===== config.mk =====
export PLATFORM = sky130hd
export DESIGN_NAME = trap_event_monitor
export DESIGN_NICKNAME = d
export VERILOG_FILES = /design/src/rtl/npc_trap_pkg.sv /design/src/rtl/trap_evt_fifo.sv /design/src/rtl/trap_event_monitor.sv
export SDC_FILE = /design/constraint.sdc
export NUM_CORES = 1
export LEC_CHECK = 0
export ABC_AREA = 0
export BUFFER_PORTS_ARGS = -buffer_cell sky130_fd_sc_hd__buf_2
export CORE_MARGIN = 2
export CORE_UTILIZATION = 35
export CTS_CLUSTER_DIAMETER = 100
export CTS_CLUSTER_SIZE = 28
export DETAILED_ROUTE_END_ITERATION = 10
export PLACE_DENSITY_LB_ADDON = 0.12
export SYNTH_ARGS = -nofsm -noshare
export SYNTH_HDL_FRONTEND = slang
export SYNTH_SLANG_ARGS = --single-unit

===== constraint.sdc =====
create_clock -name clk -period 3.02 [get_ports clk]
set_input_delay 0.302 -clock clk [delete_from_list [all_inputs] [get_ports clk]]
set_output_delay 0.302 -clock clk [all_outputs]
set_load 0.01 [all_outputs]

===== src/rtl/npc_trap_pkg.sv =====
`default_nettype none
// +--------------------------------------------------------------------------+
// | Package    : npc_trap_pkg                                                 |
// | Description: SYSTEM instruction encodings, event type enum, event record  |
// |              and the retire-word decoder shared by the trap monitor.      |
// | Revision   : 1.0  initial release                                         |
// +--------------------------------------------------------------------------+
package npc_trap_pkg;

  localparam logic [31:0] C_INST_ECALL  = 32'h0000_0073;
  localparam logic [31:0] C_INST_EBREAK = 32'h0010_0073;
  localparam logic [31:0] C_INST_MRET   = 32'h3020_0073;
  localparam logic [31:0] C_INST_WFI    = 32'h1050_0073;

  localparam int C_NUM_TYPES = 4;
  localparam int C_REC_XLEN  = 32;

  typedef enum logic [1:0] {
    EVT_ECALL  = 2'd0,
    EVT_EBREAK = 2'd1,
    EVT_MRET   = 2'd2,
    EVT_WFI    = 2'd3
  } evt_type_e;

  // Record layout for the default 32-bit core; the top packs the same
  // fields in the same order for any XLEN.
  typedef struct packed {
    evt_type_e              typ;
    logic [C_REC_XLEN-1:0]  pc;
    logic [C_REC_XLEN-1:0]  a0;
  } evt_rec_t;

  typedef struct packed {
    logic      hit;
    evt_type_e typ;
  } evt_dec_t;

  // Exact 32-bit match against the four tracked SYSTEM instructions.
  function automatic evt_dec_t evt_decode(input logic [31:0] inst);
    evt_dec_t d;
    d.hit = 1'b1;
    d.typ = EVT_ECALL;
    case (inst)
      C_INST_ECALL:  d.typ = EVT_ECALL;
      C_INST_EBREAK: d.typ = EVT_EBREAK;
      C_INST_MRET:   d.typ = EVT_MRET;
      C_INST_WFI:    d.typ = EVT_WFI;
      default:       d.hit = 1'b0;
    endcase
    return d;
  endfunction

endpackage
`default_nettype wire


===== src/rtl/trap_evt_fifo.sv =====
`default_nettype none
// +--------------------------------------------------------------------------+
// | Module     : trap_evt_fifo                                                |
// | Description: DEPTH-entry event FIFO, synchronous write, head read from    |
// |              registered storage. Pointers carry an extra wrap bit.        |
// | Revision   : 1.0  initial release                                         |
// +--------------------------------------------------------------------------+
module trap_evt_fifo #(
  parameter int DEPTH = 4,
  parameter int W     = 66
) (
  input  logic         clk,
  input  logic         rst_n,
  input  logic         push_i,
  input  logic         pop_i,
  input  logic [W-1:0] wdata_i,
  output logic [W-1:0] rdata_o,
  output logic         empty_o,
  output logic         full_o
);

  localparam int AW = $clog2(DEPTH);

  logic [AW:0]  wr_ptr_q, wr_ptr_d;
  logic [AW:0]  rd_ptr_q, rd_ptr_d;
  logic [W-1:0] mem_q [DEPTH];

  logic w_full, w_empty, w_wr_en, w_rd_en;

  assign w_empty = (wr_ptr_q == rd_ptr_q);
  assign w_full  = (wr_ptr_q[AW] != rd_ptr_q[AW]) &&
                   (wr_ptr_q[AW-1:0] == rd_ptr_q[AW-1:0]);

  // A write while full is allowed only when the head leaves in the same cycle.
  assign w_wr_en = push_i && (!w_full || pop_i);
  assign w_rd_en = pop_i && !w_empty;

  // Next pointer values.
  always_comb begin
    wr_ptr_d = wr_ptr_q;
    rd_ptr_d = rd_ptr_q;
    if (w_wr_en) wr_ptr_d = wr_ptr_q + (AW+1)'(1);
    if (w_rd_en) rd_ptr_d = rd_ptr_q + (AW+1)'(1);
  end

  // Pointer registers; reset empties the FIFO immediately.
  always_ff @(posedge clk or negedge rst_n) begin
    if (!rst_n) begin
      wr_ptr_q <= '0;
      rd_ptr_q <= '0;
    end else begin
      wr_ptr_q <= wr_ptr_d;
      rd_ptr_q <= rd_ptr_d;
    end
  end

  // Storage write; contents are don't-care while the slot is not occupied.
  always_ff @(posedge clk) begin
    if (w_wr_en) mem_q[wr_ptr_q[AW-1:0]] <= wdata_i;
  end

  assign rdata_o = mem_q[rd_ptr_q[AW-1:0]];
  assign empty_o = w_empty;
  assign full_o  = w_full;

endmodule
`default_nettype wire


===== src/rtl/trap_event_monitor.sv =====
`default_nettype none
// +--------------------------------------------------------------------------+
// | Module     : trap_event_monitor                                          |
// | Description: Classifies retired SYSTEM instructions, queues event records |
// |              {type, pc, a0}, keeps saturating per-type and drop counters, |
// |              sticky overflow, and a sticky EBREAK halt request.           |
// | Revision   : 1.0  initial release                                         |
// +--------------------------------------------------------------------------+
module trap_event_monitor
  import npc_trap_pkg::*;
#(
  parameter int         XLEN     = 32,
  parameter int         DEPTH    = 4,
  parameter logic [3:0] EVT_MASK = 4'b1111,
  parameter int         CNT_W    = 16
) (
  input  logic               clk,
  input  logic               rst_n,
  input  logic               ret_valid,
  input  logic [31:0]        ret_inst,
  input  logic [XLEN-1:0]    ret_pc,
  input  logic [XLEN-1:0]    ret_a0,
  output logic               evt_valid,
  input  logic               evt_ready,
  output logic [1:0]         evt_type,
  output logic [XLEN-1:0]    evt_pc,
  output logic [XLEN-1:0]    evt_a0,
  output logic [4*CNT_W-1:0] cnt_flat,
  output logic [CNT_W-1:0]   drop_cnt,
  output logic               ovf,
  output logic               halt_req,
  output logic [XLEN-1:0]    halt_code
);

  localparam int REC_W = 2 + 2*XLEN;

  evt_dec_t         w_dec;
  logic             w_hit, w_pop, w_drop, w_empty, w_full, w_ebreak;
  logic [REC_W-1:0] w_wdata, w_head;

  logic [CNT_W-1:0] drop_cnt_q, drop_cnt_d;
  logic             ovf_q, ovf_d;
  logic             halt_req_q, halt_req_d;
  logic [XLEN-1:0]  halt_code_q, halt_code_d;

  assign w_dec    = evt_decode(ret_inst);
  assign w_hit    = ret_valid && w_dec.hit && EVT_MASK[w_dec.typ];
  assign w_pop    = evt_valid && evt_ready;
  assign w_drop   = w_hit && w_full && !w_pop;
  assign w_ebreak = w_hit && (w_dec.typ == EVT_EBREAK);
  assign w_wdata  = {w_dec.typ, ret_pc, ret_a0};

  trap_evt_fifo #(
    .DEPTH (DEPTH),
    .W     (REC_W)
  ) u_fifo (
    .clk     (clk),
    .rst_n   (rst_n),
    .push_i  (w_hit),
    .pop_i   (w_pop),
    .wdata_i (w_wdata),
    .rdata_o (w_head),
    .empty_o (w_empty),
    .full_o  (w_full)
  );

  // Head fields are forced to zero while nothing is queued.
  assign evt_valid = !w_empty;
  assign evt_type  = w_empty ? 2'd0       : w_head[REC_W-1 -: 2];
  assign evt_pc    = w_empty ? '0         : w_head[2*XLEN-1 -: XLEN];
  assign evt_a0    = w_empty ? '0         : w_head[XLEN-1:0];

  // One saturating counter per event type, counting even when the record drops.
  for (genvar t = 0; t < C_NUM_TYPES; t++) begin : g_cnt
    logic [CNT_W-1:0] cnt_q, cnt_d;

    // Increment on a matched retire of this type unless already saturated.
    always_comb begin
      cnt_d = cnt_q;
      if (w_hit && (w_dec.typ == 2'(t)) && (cnt_q != '1))
        cnt_d = cnt_q + CNT_W'(1);
    end

    // Counter register.
    always_ff @(posedge clk or negedge rst_n) begin
      if (!rst_n) cnt_q <= '0;
      else        cnt_q <= cnt_d;
    end

    assign cnt_flat[t*CNT_W +: CNT_W] = cnt_q;
  end

  // Drop accounting, sticky overflow, and first-EBREAK halt capture.
  always_comb begin
    drop_cnt_d  = drop_cnt_q;
    ovf_d       = ovf_q;
    halt_req_d  = halt_req_q;
    halt_code_d = halt_code_q;
    if (w_drop) begin
      ovf_d = 1'b1;
      if (drop_cnt_q != '1) drop_cnt_d = drop_cnt_q + CNT_W'(1);
    end
    if (w_ebreak) begin
      halt_req_d = 1'b1;
      if (!halt_req_q) halt_code_d = ret_a0;
    end
  end

  // Status registers.
  always_ff @(posedge clk or negedge rst_n) begin
    if (!rst_n) begin
      drop_cnt_q  <= '0;
      ovf_q       <= 1'b0;
      halt_req_q  <= 1'b0;
      halt_code_q <= '0;
    end else begin
      drop_cnt_q  <= drop_cnt_d;
      ovf_q       <= ovf_d;
      halt_req_q  <= halt_req_d;
      halt_code_q <= halt_code_d;
    end
  end

  assign drop_cnt  = drop_cnt_q;
  assign ovf       = ovf_q;
  assign halt_req  = halt_req_q;
  assign halt_code = halt_code_q;

endmodule
`default_nettype wire


; Yosys cells after proc, flatten, opt, wreduce, memory -nomap -nowiden
; Memory sizes are Yosys's and may differ from the RTL's.
; Index checks and enable logic that the tools add are counted.
[word_totals]
ff_bits = 120
ramBits = 264
in_bits = 100
output_inout_bits = 181
wordCells = 68
memories = 1
[mem_list]
columns = name, words, width, read_ports, rd_clocked_by_memory_dff, wr, line
row1 = u_fifo.mem_q, 4, 66, 1, 0, 1, trap_evt_fifo.sv:26  ; logic [W-1:0] mem_q [DEPTH];
[op_classes]
n_addsub = 7
n_lt_le_gt_ge = 1
eq_ne = 15
mux = 9
bitwise = 1
n_reduce_logical = 24
[op_table]
columns = operator, n
row1 = "16-bit by 1-bit adder with 16-bit output, second input constant", 5
row2 = "16-bit != test, second input constant", 5
row3 = 32-bit two-way mux, 2
row4 = "32-bit by 21-bit equality test with 1-bit output, second input constant", 1
row5 = "32-bit by 29-bit equality test with 1-bit output, second input constant", 1
row6 = "32-bit by 30-bit equality test with 1-bit output, second input constant", 1
row7 = "32-bit by 7-bit equality test with 1-bit output, second input constant", 1
row8 = 1-bit logical AND, 16
row9 = "3-bit by 1-bit adder with 3-bit output, second input constant", 2
row10 = 2-bit case mux with 3 select lines, 1
row11 = "2-bit equality test, second input constant", 2
row12 = 1-bit two-way mux, 4
row13 = 2-bit AND reduction, 2
row14 = 4-bit OR reduction, 1
row15 = 3-bit equality test, 1
row16 = 1-bit logical NOT, 3
row17 = "2-bit by 3-bit < comparator with 1-bit output, second input constant", 1
row18 = 1-bit binary-select mux with 2-bit select, 1
row19 = "2-bit by 1-bit equality test with 1-bit output, second input constant", 1
row20 = 2-bit equality test, 1
row21 = 2-bit logical NOT, 1
row22 = 2-bit two-way mux, 1
row23 = 1-bit logical OR, 1
row24 = 1-bit != test, 1
row25 = 1-bit inverter, 1

; Depth between registers and ports, before layout
[logic_depth]
ltp_word = 8
depth_mapped = 7
depth_no_buf = 6

; By module
; A second synthesis with hierarchy kept.
[unflattened]
hier_cells = 922
area_unflattened_um2 = 15842.7
[by_module_without_submodules]
columns = module, n_inst, cells_each, area_per_inst_um2, seq_area_each_um2
row1 = trap_evt_fifo, 1, 392, 9962.1, 8077.7
row2 = trap_event_monitor, 1, 530, 5880.6, 2852.7

; Worst setup path after synthesis
; Ideal clock, no wire load.
[synth_timing]
path_kind = in2reg
startpoint = in ret_inst[9]
endpoint = mem u_fifo.mem_q[3][0] (enable)
arrival_ns = 3.074
required_ns = 2.587
slack_ns = -0.487
cell_stages = 4
cell_sequence = nor4b_2 > nand4_1 > a2111oi_4 > and2_1
[synth_between]
elab_chain_cells = 8
[synth_rtl]
columns = element, line
row1 = start: declaration, trap_event_monitor.sv:20  ; input logic [31:0] ret_inst,
row2 = 32-bit by 29-bit equality test with 1-bit output (tied with other cells), npc_trap_pkg.sv:43  ; case (inst)
row3 = 2-bit case mux with 3 select lines or 4-bit OR reduction (tied branches), --
row4 = 1-bit binary-select mux with 2-bit select or 1-bit two-way mux (tied branches), "trap_event_monitor.sv:47, npc_trap_pkg.sv:43"
row5 = 1-bit two-way mux (implied by the code) or 1-bit logical AND (tied branches), trap_event_monitor.sv:47  ; assign w_hit = ret_valid && w_dec.hit && EVT_MASK[w_dec.typ];
row6 = 1-bit logical AND (*), trap_event_monitor.sv:47
row7 = 1-bit logical AND (*), trap_evt_fifo.sv:35  ; assign w_wr_en = push_i && (!w_full || pop_i);
row8 = 1-bit two-way mux (*), trap_evt_fifo.sv:59  ; if (w_wr_en) mem_q[wr_ptr_q[AW-1:0]] <= wdata_i;
row9 = 1-bit two-way mux (implied by the code) (*), trap_evt_fifo.sv:59
row10 = end: declaration, trap_evt_fifo.sv:26
; Mark *: on every way between the ends. The rest lies on a longest branch, timed or not. The select of a mux whose other input is x is not followed.

; Worst setup path in the final report
[layout_timing]
startpoint = reg u_fifo.rd_ptr_q[0]
endpoint = out evt_a0[16]
[layout_between]
elab_chain_cells = 2
[layout_rtl]
columns = element, line
row1 = start: declaration, trap_evt_fifo.sv:25  ; logic [AW:0] rd_ptr_q, rd_ptr_d;
row2 = start signal: assignment, trap_evt_fifo.sv:53  ; rd_ptr_q <= rd_ptr_d;
row3 = memory read 4 x 66 bit or 3-bit equality test (tied branches), --
row4 = 32-bit two-way mux (*), trap_event_monitor.sv:71  ; assign evt_a0 = w_empty ? '0 : w_head[XLEN-1:0];
row5 = end: declaration, trap_event_monitor.sv:27  ; output logic [XLEN-1:0] evt_a0,
; Mark *: on every way between the ends. The rest lies on a longest branch, timed or not.

==> results.md <==
Pwr:
- The cell-internal power is about 8400 uW.
- The switching part of the total power is between 20% and 30%.
- Summed over all cells, the static leakage comes to between 0.007 and 0.008 uW.
- The combinational power share is between 20% and 30%.
- The maximum vdd ir drop is about 0.00048 V.
- The clock network accounts for 24.6% of the total power.
- The relative contribution of sequential cells to total power is approximately 48%.
- Summed over all nets, the switching power comes to approximately 3400 uW.
- In this run the power density over the cells is between 600 and 700 mW/mm2.

Timing:
- Clock skew on the completed layout was measured at between 0.015 and 0.02 ns.
- Setup repair after global routing left no endpoint under its margin.
- The number of hold-slack violations in the final timing report is 0.
- Of the available clock period, the critical path in the final layout requires 91.1%.
- The worst-case headroom to the max-slew limit is a little over two fifths.
- Setup violations remaining at the end of the flow were counted as 0.
- For the pin with the worst max-slew slack, the measured transition is between 0.8 and 0.9 ns.
- For the final routed database, the setup TNS stands at 0 ns.
- The shortest clock period the worst path allows after layout is 2.75 ns.
- The highest clock frequency the design can meet is 364 MHz.
- The count of final max-slew check failures is 0.

Cells and area:
- The share of cells above drive strength 1 is a little over a third.
- Counting the fill cells in the layout gives 4061.
- From synthesis to final layout, the design area changed by 21.3%.
- The utilization after layout is between 40% and 50%.
- The repair_antennas step left the layout with diodes totalling 0.
- The number of nets in the final layout is roughly 1400.

Global routing:
- For met1 alone, demand over resource in global routing was between 20 and 25%.
- The via count of the first global-routing pass came to 9407.
- The aggregate global-route resource usage is approximately 15%.
- The initial antenna violation count is 0.
- The layer carrying the most global-route usage is met2.
- The global routing met3 resource utilization is approximately 2.7%.
- The global-route congestion overflow total is 0.
- The largest net degree at the start of global routing is 75.
- The first global-routing pass estimated about 56000 um of wire.
- Global routing consumed, on the met2 layer, between 20% and 30% of the routing resources.

Worst setup path:
- The maximum fanout encountered on the critical timing path is 68.
- The type of element capturing the critical path is an output pin.
- The class of the most critical setup path is register to output pin.
- STA classifies the critical path startpoint as a register.
- STA puts the critical path data required time at between 2 and 3 ns.
- The arrival time at the worst endpoint is roughly 2.5 ns.

Synth:
- The post-synthesis net count is just over 1000.
- Synthesis produced ~920 cells.
- Of all flip-flops after synthesis, the portion carrying an async set or reset was roughly 31%.
- The sequential share of the synthesized area is a little under 70%.
- The most used flip-flop cell after synthesis is edfxtp_1.
- The most common cell in the synthesized netlist is edfxtp_1.
- After synthesis the cells add up to around 0.016 mm2.
- Yosys mapped a number of flops with a built-in enable equal to between 200 and 300.
- The average footprint of a synthesized cell is ~17 um2.
- By area the synthesized netlist is led by edfxtp_1 (50%), dfrtp_1 (19%), mux4_2 (9.4%), xnor2_1 (3.0%), nor2b_1 (2.7%).
- After synthesis, the most frequently instantiated cells are edfxtp_1 (264), dfrtp_1 (120), nor2b_1 (68).
- After synthesis, the largest area contributor takes up between 50 and 60% of total cell area.
- The total of flip-flops plus latches after synthesis is between 300 and 400.
- Synthesis instantiated 48 different standard cells from the library.
- During synthesis, Yosys emitted a total of 0 warnings.
- The biggest area contributor in the post-synthesis netlist is edfxtp_1.

Detailed routing:
- The average wire per cell in the routed design is 19.5 um.
- The number of vias per cell is ~4.9.
- The number of detailed-routing iterations run before antenna repair is 5.
- The final layout contains routed wiring with a total length of 36300 um.
- The detailed router's first-iteration violation count is between 400 and 500.
- The via count is slightly above 9000.
- For this run, design rule violations remaining after detail routing come to 0.
- In this run the remaining antenna-violating nets after routing total 0.

Flow run:
- The max capacitance violation total is 0.

Worst hold path:
- The min-delay analysis places its worst path in the category primary input to register.

Clock tree:
- In this run the clock root is driven by a clkbuf_16.
- The level count of the clock H-tree is 1.
- The TritonCTS clock tree is built.
- The total clock sinks is about 380.
- The later-pin clock latency in the skew report is between 0.5 and 0.6 ns.
- The number of CTS-inserted buffers is 18.
- The clock edge transition at the registers on the reported setup and hold paths is roughly 0.10 ns.
- The number of buffers on the longest clock path is 3.

Floorplan:
- The placeable core area is about 0.044 mm2.
- The floorplan has just under 80 rows.
- The boundary pin count is 281.
- The die width is 217 um.
- The total die area is approximately 0.047 mm2.
- The initial standard-cell utilization of the core is between 30% and 40%.
- The vertical die dimension is around 220 um.

Place:
- The routability-driven placement congestion ratio is 0.785.
- The placed wire-length estimate is approximately 24000 um.
- The count of buffers added on input and output ports is 280.

Run status:
- The flow ran to the end, and the final reports show no timing, DRC or antenna violations.
==> metrics by stage <==
stage          power [uW]  hold slack (ns)  setup WS (ns)  cells  area, um2
2_1_floorplan        7810          0.00641          0.233    917      15800
3_3_place_gp         9060            0.394          0.488   1783      18100
6_report            11800           0.0234          0.270   1865      19200
3_5_place_dp         9060            0.390          0.432   1783      18100
4_1_cts             12000         0.000228         0.0192   1865      19200
5_1_grt             12400          0.00829          0.112   1865      19200
==> logic make-up after synthesis <==
kind of cell	after synthesis	synth area share [%]
flops	384	69.0
simple gates	279	11.1
mux	108	12.4
xor+xnor	78	4.32
buf+inv	43	1.41
compound gates	15	1.01
fa+ha+maj	10	0.790
==> power groups by stage <==
stage	combinational, uW	sequential [uW]	clock (uW)
global route	3480	5680	3200
floorplan	2030	5780	0
global placement	3260	5790	0
detailed placement	3270	5790	0
finish	3190	5680	2890
CTS	3320	5680	3030
==> flip-flops by register name, summed over array words and instances (netlist names) <==
register         cells
u_fifo.rd_ptr_q      3
ovf                  1
drop_cnt            16
g_cnt.cnt_q         64
halt_req             1
u_fifo.mem_q       264
u_fifo.wr_ptr_q      3
halt_code           32
==> worst max-delay path: stages (launching register included) <==
cell,delay [ns]
dfrtp_4,0.45
buf_12,0.43
mux4_2,0.58
nor2b_1,0.17
buf_2,0.17
==> cells in the final DEF (no fill, tap or decap), types with 3 or more instances in the layout <==
cell / count
nor2b_1: 67
xor2_1: 23
mux2_2: 26
nand3_1: 42
nor2_1: 17
nand4b_1: 3
nor4_4: 5
and3_1: 21
xnor2_1: 55
buf_12: 9
or3_1: 3
ha_1: 10
dfrtp_1: 118
edfxtp_1: 264
o21ai_0: 4
inv_1: 8
and4bb_2: 3
clkbuf_16: 19
mux4_2: 66
buf_4: 19
dlygate4sd3_1: 50
buf_2: 279
clkbuf_1: 9
nor3_1: 16
nand2_1: 34
and4_1: 10
nor4b_2: 4
mux2_1: 15
and2_4: 4
nor4_1: 5
nand4_1: 31
==> per-layer routing <==
metal / wire length, um / vias to the layer above / part of all wire (%)
li1: - / 4199 / -
met1: 16600 / 4638 / 46
met2: 17400 / 208 / 48
met3: 1930 / 24 / 5.3
met4: 452 / 0 / 1.2
met5: 0 / - / 0
==> final cells by class <==
cell class                      instances  area [um2]  share of cell area, %
Timing Repair Buffer                  359        2240                   11.7
Clock buffer                           28         509                   2.65
Sequential cell                       384       10900                   57.0
Multi-Input combinational cell        490        4700                   24.5
Clock inverter                          4        45.0                  0.235
Inverter                                8        30.0                  0.156
Tap cell                              592         741                   3.86
==> path summary, 6_finish.rpt <==
check | start | end | slack, ns | cells after the start
max | u_fifo.rd_ptr_q[0] | evt_a0[16] | 0.27 | 4
min | ret_a0[3] | u_fifo.mem_q[0][3] | 0.02 | 1
max reg2reg | u_fifo.rd_ptr_q[1] | u_fifo.mem_q[2][10] | 0.56 | 6
min reg2reg | ovf | ovf | 0.49 | 1
max in group asynchronous | rst_n | halt_code[1] | 1.89 | 3
min in group asynchronous | rst_n | g_cnt[2].cnt_q[4] | 0.35 | 2
==> what timing repair did <==
action | in CTS | in global routing
resized for setup | 0 | 1
endpoints found under the hold margin | 259 | 0
hold buffers | 50 | 0
endpoints found under the setup margin | 0 | 3
buffers inserted | 0 | 0
Power figures use the tool's default switching activity.
